[config.mk]
export PLATFORM = sky130hd
export DESIGN_NAME = key_switch_reader
export DESIGN_NICKNAME = d
export VERILOG_FILES = /design/src/rtl/key_switch_reader.sv
export SDC_FILE = /design/constraint.sdc
export NUM_CORES = 1
export LEC_CHECK = 0
export BUFFER_PORTS_ARGS = -buffer_cell sky130_fd_sc_hd__buf_2
export CORE_MARGIN = 5
export CORE_UTILIZATION = 53
export DETAILED_ROUTE_END_ITERATION = 8
export PLACE_DENSITY = 0.89
export SLEW_MARGIN = 5
export SYNTH_ARGS = -nofsm -noshare
export SYNTH_HDL_FRONTEND = slang
export SYNTH_SLANG_ARGS = --single-unit
[constraint.sdc]
create_clock -name clk -period 2.1 [get_ports clk]
set_input_delay 0.21 -clock clk [delete_from_list [all_inputs] [get_ports clk]]
set_output_delay 0.21 -clock clk [all_outputs]
set_load 0.01 [all_outputs]
[src/rtl/key_switch_reader.sv]
// key_switch_reader
//   Memory-mapped input peripheral for the board pushbuttons (KEY) and slide
//   switches (SW). Each raw input is passed through a two-flop synchroniser
//   and then debounced, with one debounce counter for each group. A debounced
//   key press sets a sticky edge flag. Reading the KEY data register clears
//   these flags. A level interrupt is raised while interrupts are enabled and
//   any edge flag is pending.
//
// Ports
//   clk     : system clock, all state on the rising edge
//   resetN  : asynchronous active-low reset
//   rdEn    : bus read strobe
//   wrtEn   : bus write strobe
//   addr    : word address (byte address bits [31:2])
//   dIn     : write data
//   key     : raw pushbuttons, active-low, asynchronous
//   sw      : raw slide switches, active-high, asynchronous
//   sel     : combinational, addr hits KEY, SW or KCTRL
//   dOut    : registered read data, valid the cycle after rdEn
//   intr    : registered interrupt (enable & any edge pending)
module key_switch_reader #(
  parameter logic [31:0] ADDR_KEY            = 32'hF0000010,
  parameter logic [31:0] ADDR_SW             = 32'hF0000014,
  parameter logic [31:0] ADDR_KCTRL          = 32'hF0000110,
  parameter int          DMEM_ADDR_BIT_WIDTH = 30,
  parameter int          DMEM_DATA_BIT_WIDTH = 32,
  parameter int          DEBOUNCE_CYCLES     = 500000
) (
  input  logic                           clk,
  input  logic                           resetN,
  input  logic                           rdEn,
  input  logic                           wrtEn,
  input  logic [DMEM_ADDR_BIT_WIDTH-1:0] addr,
  input  logic [DMEM_DATA_BIT_WIDTH-1:0] dIn,
  input  logic [3:0]                     key,
  input  logic [9:0]                     sw,
  output logic                           sel,
  output logic [DMEM_DATA_BIT_WIDTH-1:0] dOut,
  output logic                           intr
);

  localparam int AW = DMEM_ADDR_BIT_WIDTH;
  localparam int DW = DMEM_DATA_BIT_WIDTH;
  localparam int CW = $clog2(DEBOUNCE_CYCLES + 1);
  localparam logic [CW-1:0] CNT_LAST = CW'(DEBOUNCE_CYCLES - 1);

  localparam logic [AW-1:0] WORD_KEY   = ADDR_KEY[AW+1:2];
  localparam logic [AW-1:0] WORD_SW    = ADDR_SW[AW+1:2];
  localparam logic [AW-1:0] WORD_KCTRL = ADDR_KCTRL[AW+1:2];

  // Key synchroniser bits reset to 1 so the buttons read as released
  localparam logic [13:0] SYNC_RST = {10'h000, 4'hF};

  // ---------------------------------------------------------------
  // Two-flop synchronisers, one per raw input bit ({sw, key})
  // ---------------------------------------------------------------
  logic [13:0] raw_in;
  logic [13:0] synced_raw;

  assign raw_in = {sw, key};

  genvar gi;
  generate
    for (gi = 0; gi < 14; gi++) begin : g_sync
      logic s1_reg;
      logic s2_reg;
      always_ff @(posedge clk or negedge resetN) begin
        if (!resetN) begin
          s1_reg <= SYNC_RST[gi];
          s2_reg <= SYNC_RST[gi];
        end else begin
          s1_reg <= raw_in[gi];
          s2_reg <= s1_reg;
        end
      end
      assign synced_raw[gi] = s2_reg;
    end
  endgenerate

  logic [3:0] key_synced;
  logic [9:0] sw_synced;

  // Keys become pressed-high after synchronisation
  assign key_synced = ~synced_raw[3:0];
  assign sw_synced  = synced_raw[13:4];

  // ---------------------------------------------------------------
  // Debounce: the group's debounced value follows the synchronised
  // value once it has disagreed for DEBOUNCE_CYCLES consecutive
  // cycles. Any bit bouncing back to agreement restarts the group.
  // ---------------------------------------------------------------
  logic [3:0]    key_state_reg, key_state_next;
  logic [CW-1:0] key_cnt_reg, key_cnt_next;
  logic [9:0]    sw_state_reg, sw_state_next;
  logic [CW-1:0] sw_cnt_reg, sw_cnt_next;

  always_comb begin
    key_cnt_next   = '0;
    key_state_next = key_state_reg;
    if (key_synced != key_state_reg) begin
      if (key_cnt_reg == CNT_LAST) begin
        key_state_next = key_synced;
      end else begin
        key_cnt_next = key_cnt_reg + 1'b1;
      end
    end
  end

  always_comb begin
    sw_cnt_next   = '0;
    sw_state_next = sw_state_reg;
    if (sw_synced != sw_state_reg) begin
      if (sw_cnt_reg == CNT_LAST) begin
        sw_state_next = sw_synced;
      end else begin
        sw_cnt_next = sw_cnt_reg + 1'b1;
      end
    end
  end

  // ---------------------------------------------------------------
  // Bus decode, edge capture, control register and read data
  // ---------------------------------------------------------------
  logic hit_key, hit_sw, hit_kctrl;
  logic rd_key, wr_kctrl;

  assign hit_key   = (addr == WORD_KEY);
  assign hit_sw    = (addr == WORD_SW);
  assign hit_kctrl = (addr == WORD_KCTRL);
  assign sel       = hit_key | hit_sw | hit_kctrl;
  assign rd_key    = rdEn & hit_key;
  assign wr_kctrl  = wrtEn & hit_kctrl;

  logic [3:0]    key_edge_reg, key_edge_next;
  logic [3:0]    key_rise;
  logic          key_ready;
  logic          ovr_reg, ovr_next;
  logic          ie_reg, ie_next;
  logic [DW-1:0] dout_reg, dout_next;
  logic          intr_reg, intr_next;

  assign key_rise  = key_state_next & ~key_state_reg;
  assign key_ready = |key_edge_reg;

  always_comb begin
    // A new edge wins over the clear from a KEY read, so no press is lost
    key_edge_next = (rd_key ? 4'h0 : key_edge_reg) | key_rise;
    // Overrun set beats a same-cycle software clear
    ovr_next  = (ovr_reg & ~(wr_kctrl & dIn[1])) | (|(key_rise & key_edge_reg));
    ie_next   = wr_kctrl ? dIn[4] : ie_reg;
    intr_next = ie_reg & key_ready;

    // Read data comes from pre-update state; unmapped reads return 0
    dout_next = dout_reg;
    if (rdEn) begin
      dout_next = '0;
      if (hit_key) begin
        dout_next = DW'({key_edge_reg, key_state_reg});
      end else if (hit_sw) begin
        dout_next = DW'(sw_state_reg);
      end else if (hit_kctrl) begin
        dout_next = DW'({ie_reg, 2'b00, ovr_reg, key_ready});
      end
    end
  end

  always_ff @(posedge clk or negedge resetN) begin
    if (!resetN) begin
      key_state_reg <= '0;
      key_cnt_reg   <= '0;
      sw_state_reg  <= '0;
      sw_cnt_reg    <= '0;
      key_edge_reg  <= '0;
      ovr_reg       <= 1'b0;
      ie_reg        <= 1'b0;
      dout_reg      <= '0;
      intr_reg      <= 1'b0;
    end else begin
      key_state_reg <= key_state_next;
      key_cnt_reg   <= key_cnt_next;
      sw_state_reg  <= sw_state_next;
      sw_cnt_reg    <= sw_cnt_next;
      key_edge_reg  <= key_edge_next;
      ovr_reg       <= ovr_next;
      ie_reg        <= ie_next;
      dout_reg      <= dout_next;
      intr_reg      <= intr_next;
    end
  end

  assign dOut = dout_reg;
  assign intr = intr_reg;

endmodule
==> flow_summary_export.csv <==
group,metric,value,unit
clock_network,cts_tree,"done",
logic_synthesis,muxShareOfSynthArea,4.968,%
worst_hold_path,hp-start,"dIn[4]",
logic_synthesis,yosys.area.top_type,"dfrtp_1",
floorplan,pin_count,114,
logic_synthesis,avgSynthCellArea,11.04,sq um
timing,hold_viol_final,0,
timing,tns,0,ns
floorplan,die-area,10030,sq um
logic_synthesis,yosysWarnings,0,
floorplan,chipHeight,100.1,um
timing,rsz0062_at_grt,"no",
finish,num-nets-final,559,
finish,num_antenna_cells,0,
logic_synthesis,synth_seq_area_share,56.60,%
critical_path,cp_top_family,"simple AND/OR/NAND/NOR gates",
critical_path,slowest_stage,"dfrtp_1",
critical_path,cp-startpoint,"sw_cnt_reg[0]$_DFF_PN0_",
finish,final_core_util,64.31,%
logic_synthesis,synth.distinct_cells,49,
clock_network,clock_latency,0.36,ns
clock_network,clkTransAtPathRegs,0.09,ns
global_route,grt_pass1_wl,14.32,mm
clock_network,post_cts_buffers,0,
critical_path,cpPeakStageDelay,0.40,ns
finish,fin_cells,584,
global_route,overflow,0,
critical_path,crit_path_end_kind,"flop",
run_status,outcome,"completed",
global_route,grt_start_max_net_pins,49,
critical_path,path_buf_inv,1,
timing,setup_viol,0,
worst_hold_path,hp-class,"in -> reg",
timing,fin_crit,1.916,ns
drt,drc,0,
timing,slew_viol_final,0,
logic_synthesis,synth_top_cells_by_area,"dfrtp_1, xnor2_1, dfstp_2",
logic_synthesis,netlist_area,4307,sq um
drt,drtIter0Drc,144,
critical_path,cp-start-kind,"flop",
timing,finClkSkew,0.009338,ns
placed_design,pre_cts_ws,0.1288,ns
logic_synthesis,synth_xor_area_share,8.948,%
floorplan,die_width,100.1,um
flow_run,cap_violations,0,
timing,min_period_over_period,91.23,%
clock_network,numCtsBuffers,9,
drt,wire_per_inst,14.30,um
drt,dr.pass1.iters,5,
timing,max_slew.worst_pin.slew,0.5909,ns
global_route,grt_pass1_vias,3151,
global_route,grt_util_all_layers,17.89,%
clock_network,htreeDepth,3,
global_route,antenna_found_initial,0,
clock_network,cts-root-buf,"clkbuf_8",
logic_synthesis,synth_top_family_by_area,"simple AND/OR/NAND/NOR gates",
floorplan,initial_utilization,55.16,%
critical_path,critPathKind,"reg -> reg",
timing,fin_ws,0.1842,ns
floorplan,fp.coreArea,7807,sq um
critical_path,r2r-start,"sw_cnt_reg[0]$_DFF_PN0_",
critical_path,cp_max_fo,6,
critical_path,crit_required,2.35,ns
timing,holdWs,0.08197,ns
finish,area_growth,16.59,%
logic_synthesis,yosys_register_bits,97,
placed_design,place_congestion,0.8650,
clock_network,cts_buffer_depth,2,
power_and_ir_drop,powerDensity,737.2,nW/um^2
timing,max_freq,0.5220,GHz
logic_synthesis,yosysTopAreaCellShare,51.71,%
floorplan,row_count,32,
drt,via_count,2990,
finish,drive_gt1_share,24.48,%
power_and_ir_drop,leakage,0.002378,uW
critical_path,cp_cell_sequence,"ha_1 > nand4_2 > nor4_4 > buf_4 > mux2_2",
drt,viasPerCell,5.120,
power_and_ir_drop,ir_worst_vdd,0.4029,mV
placed_design,io_buffers,61,
logic_synthesis,syn_inst,390,
critical_path,worstPathArrival,2.16,ns
clock_network,cts_sinks,97,
drt,ant_nets,0,
drt,wirelength,8.351,mm
logic_synthesis,synth_compound_area_share,3.690,%
placed_design,hpwlAfterDp,6.092,mm
timing,relSlewSlack,60.61,%
logic_synthesis,synthSimpleGateAreaFrac,18.19,%
placed_design,placed_cells,553,
logic_synthesis,synth_fa_ha_area_share,0.5811,%
## per-stage QoR
stage / total power (uW) / area (sq um)
floorplan: 2447 / 4385
CTS: 3731 / 5016
finish: 3701 / 5021
global route: 3907 / 5021
global placement: 2547 / 4679
detailed placement: 2579 / 4679
## power breakdown
group / switching, uW / internal [uW] / total [uW]
logic: 203 / 201 / 404
clock network: 659 / 475 / 1130
registers: 148 / 2010 / 2160
## final cells by class
class	instances	area, sq um
fillers	620	2786
multi-input cells	261	1654
clock inverters	6	48.80
repair buffers	86	533.0
flip-flops and latches	97	2437
inverters	22	82.58
well taps	102	127.6
clock buffers	10	137.6
## layout by cell type (no fill, tap or decap), types with 3 or more instances in the layout
cell type      instances
buf_4                 11
mux2i_1                9
xnor2_1               31
or2_2                  5
mux2_1                 4
or4_1                  3
dfstp_2                8
xor2_1                13
mux2_2                 7
buf_2                 60
nor4_1                10
nand4_1                8
clkbuf_8              10
nor2_1                50
o21ai_1                3
inv_1                 22
nand3_1               13
and3_1                 3
conb_1                22
dlygate4sd3_1         15
nor3_1                 6
dfrtp_1               89
o22ai_1               17
nand2_1               27
## worst paths after layout
path	endpoint	slack [ns]	depth (start not counted)
hold / removal	ie_reg$_DFFE_PN0N_	0.08	2
min in group asynchronous	sw_state_reg[9]$_DFFE_PN0P_	0.40	2
setup / recovery	sw_state_reg[9]$_DFFE_PN0P_	0.18	5
max in group asynchronous	g_sync[0].s2_reg$_DFF_PN1_	1.00	3
hold reg to reg	g_sync[7].s2_reg$_DFF_PN0_	0.35	0
setup reg to reg	sw_state_reg[9]$_DFFE_PN0P_	0.18	5
## metal layers
layer | up-vias | wire length [um] | GRT usage [%]
met5 | - | 0 | 0
met4 | 0 | 193 | 6.321
met3 | 23 | 636 | 4.864
met2 | 97 | 4256 | 31.91
met1 | 1433 | 3265 | 20.59
li1 | 1437 | - | -
## repair_timing
action                                 in CTS  in global routing
endpoints found under the hold margin      56                  0
setup endpoints to repair                   0                  2
resized for setup                           0                  1
hold buffers                               15                  0
## cells in the mapped netlist, drive strengths merged
cell    count
o21bai      1
buf        28
a21oi       1
and3        4
o221a       1
o21ai       4
o22a        1
mux2i       9
xnor2      31
or4         4
nand3      13
o22ai      17
dfrtp      89
dfstp       8
or3         2
conb        1
nand3b      1
nor4b       2
mux2       11
inv        22
ha          2
or4b        1
and4b       1
clkbuf      3
nor3        7
and4        2
nor4       12
nand2      28
and2        1
nor2       51
or2         6
nand4       9
xor2       13
nand4b      1
nand2b      3
## logic make-up (layout without fill, tap and decap cells)
| family | after synthesis | after routing |
|---|---|---|
| and+or+nand+nor | 148 | 148 |
| DFF | 97 | 97 |
| buffers and inverters | 53 | 124 |
| xor gates and xnor gates | 44 | 44 |
| AOI/OAI and AO/OA | 25 | 25 |
| muxes | 20 | 20 |
| adders and majority gates | 2 | 2 |
| other | 1 | 22 |
Power figures use the tool's default switching activity.
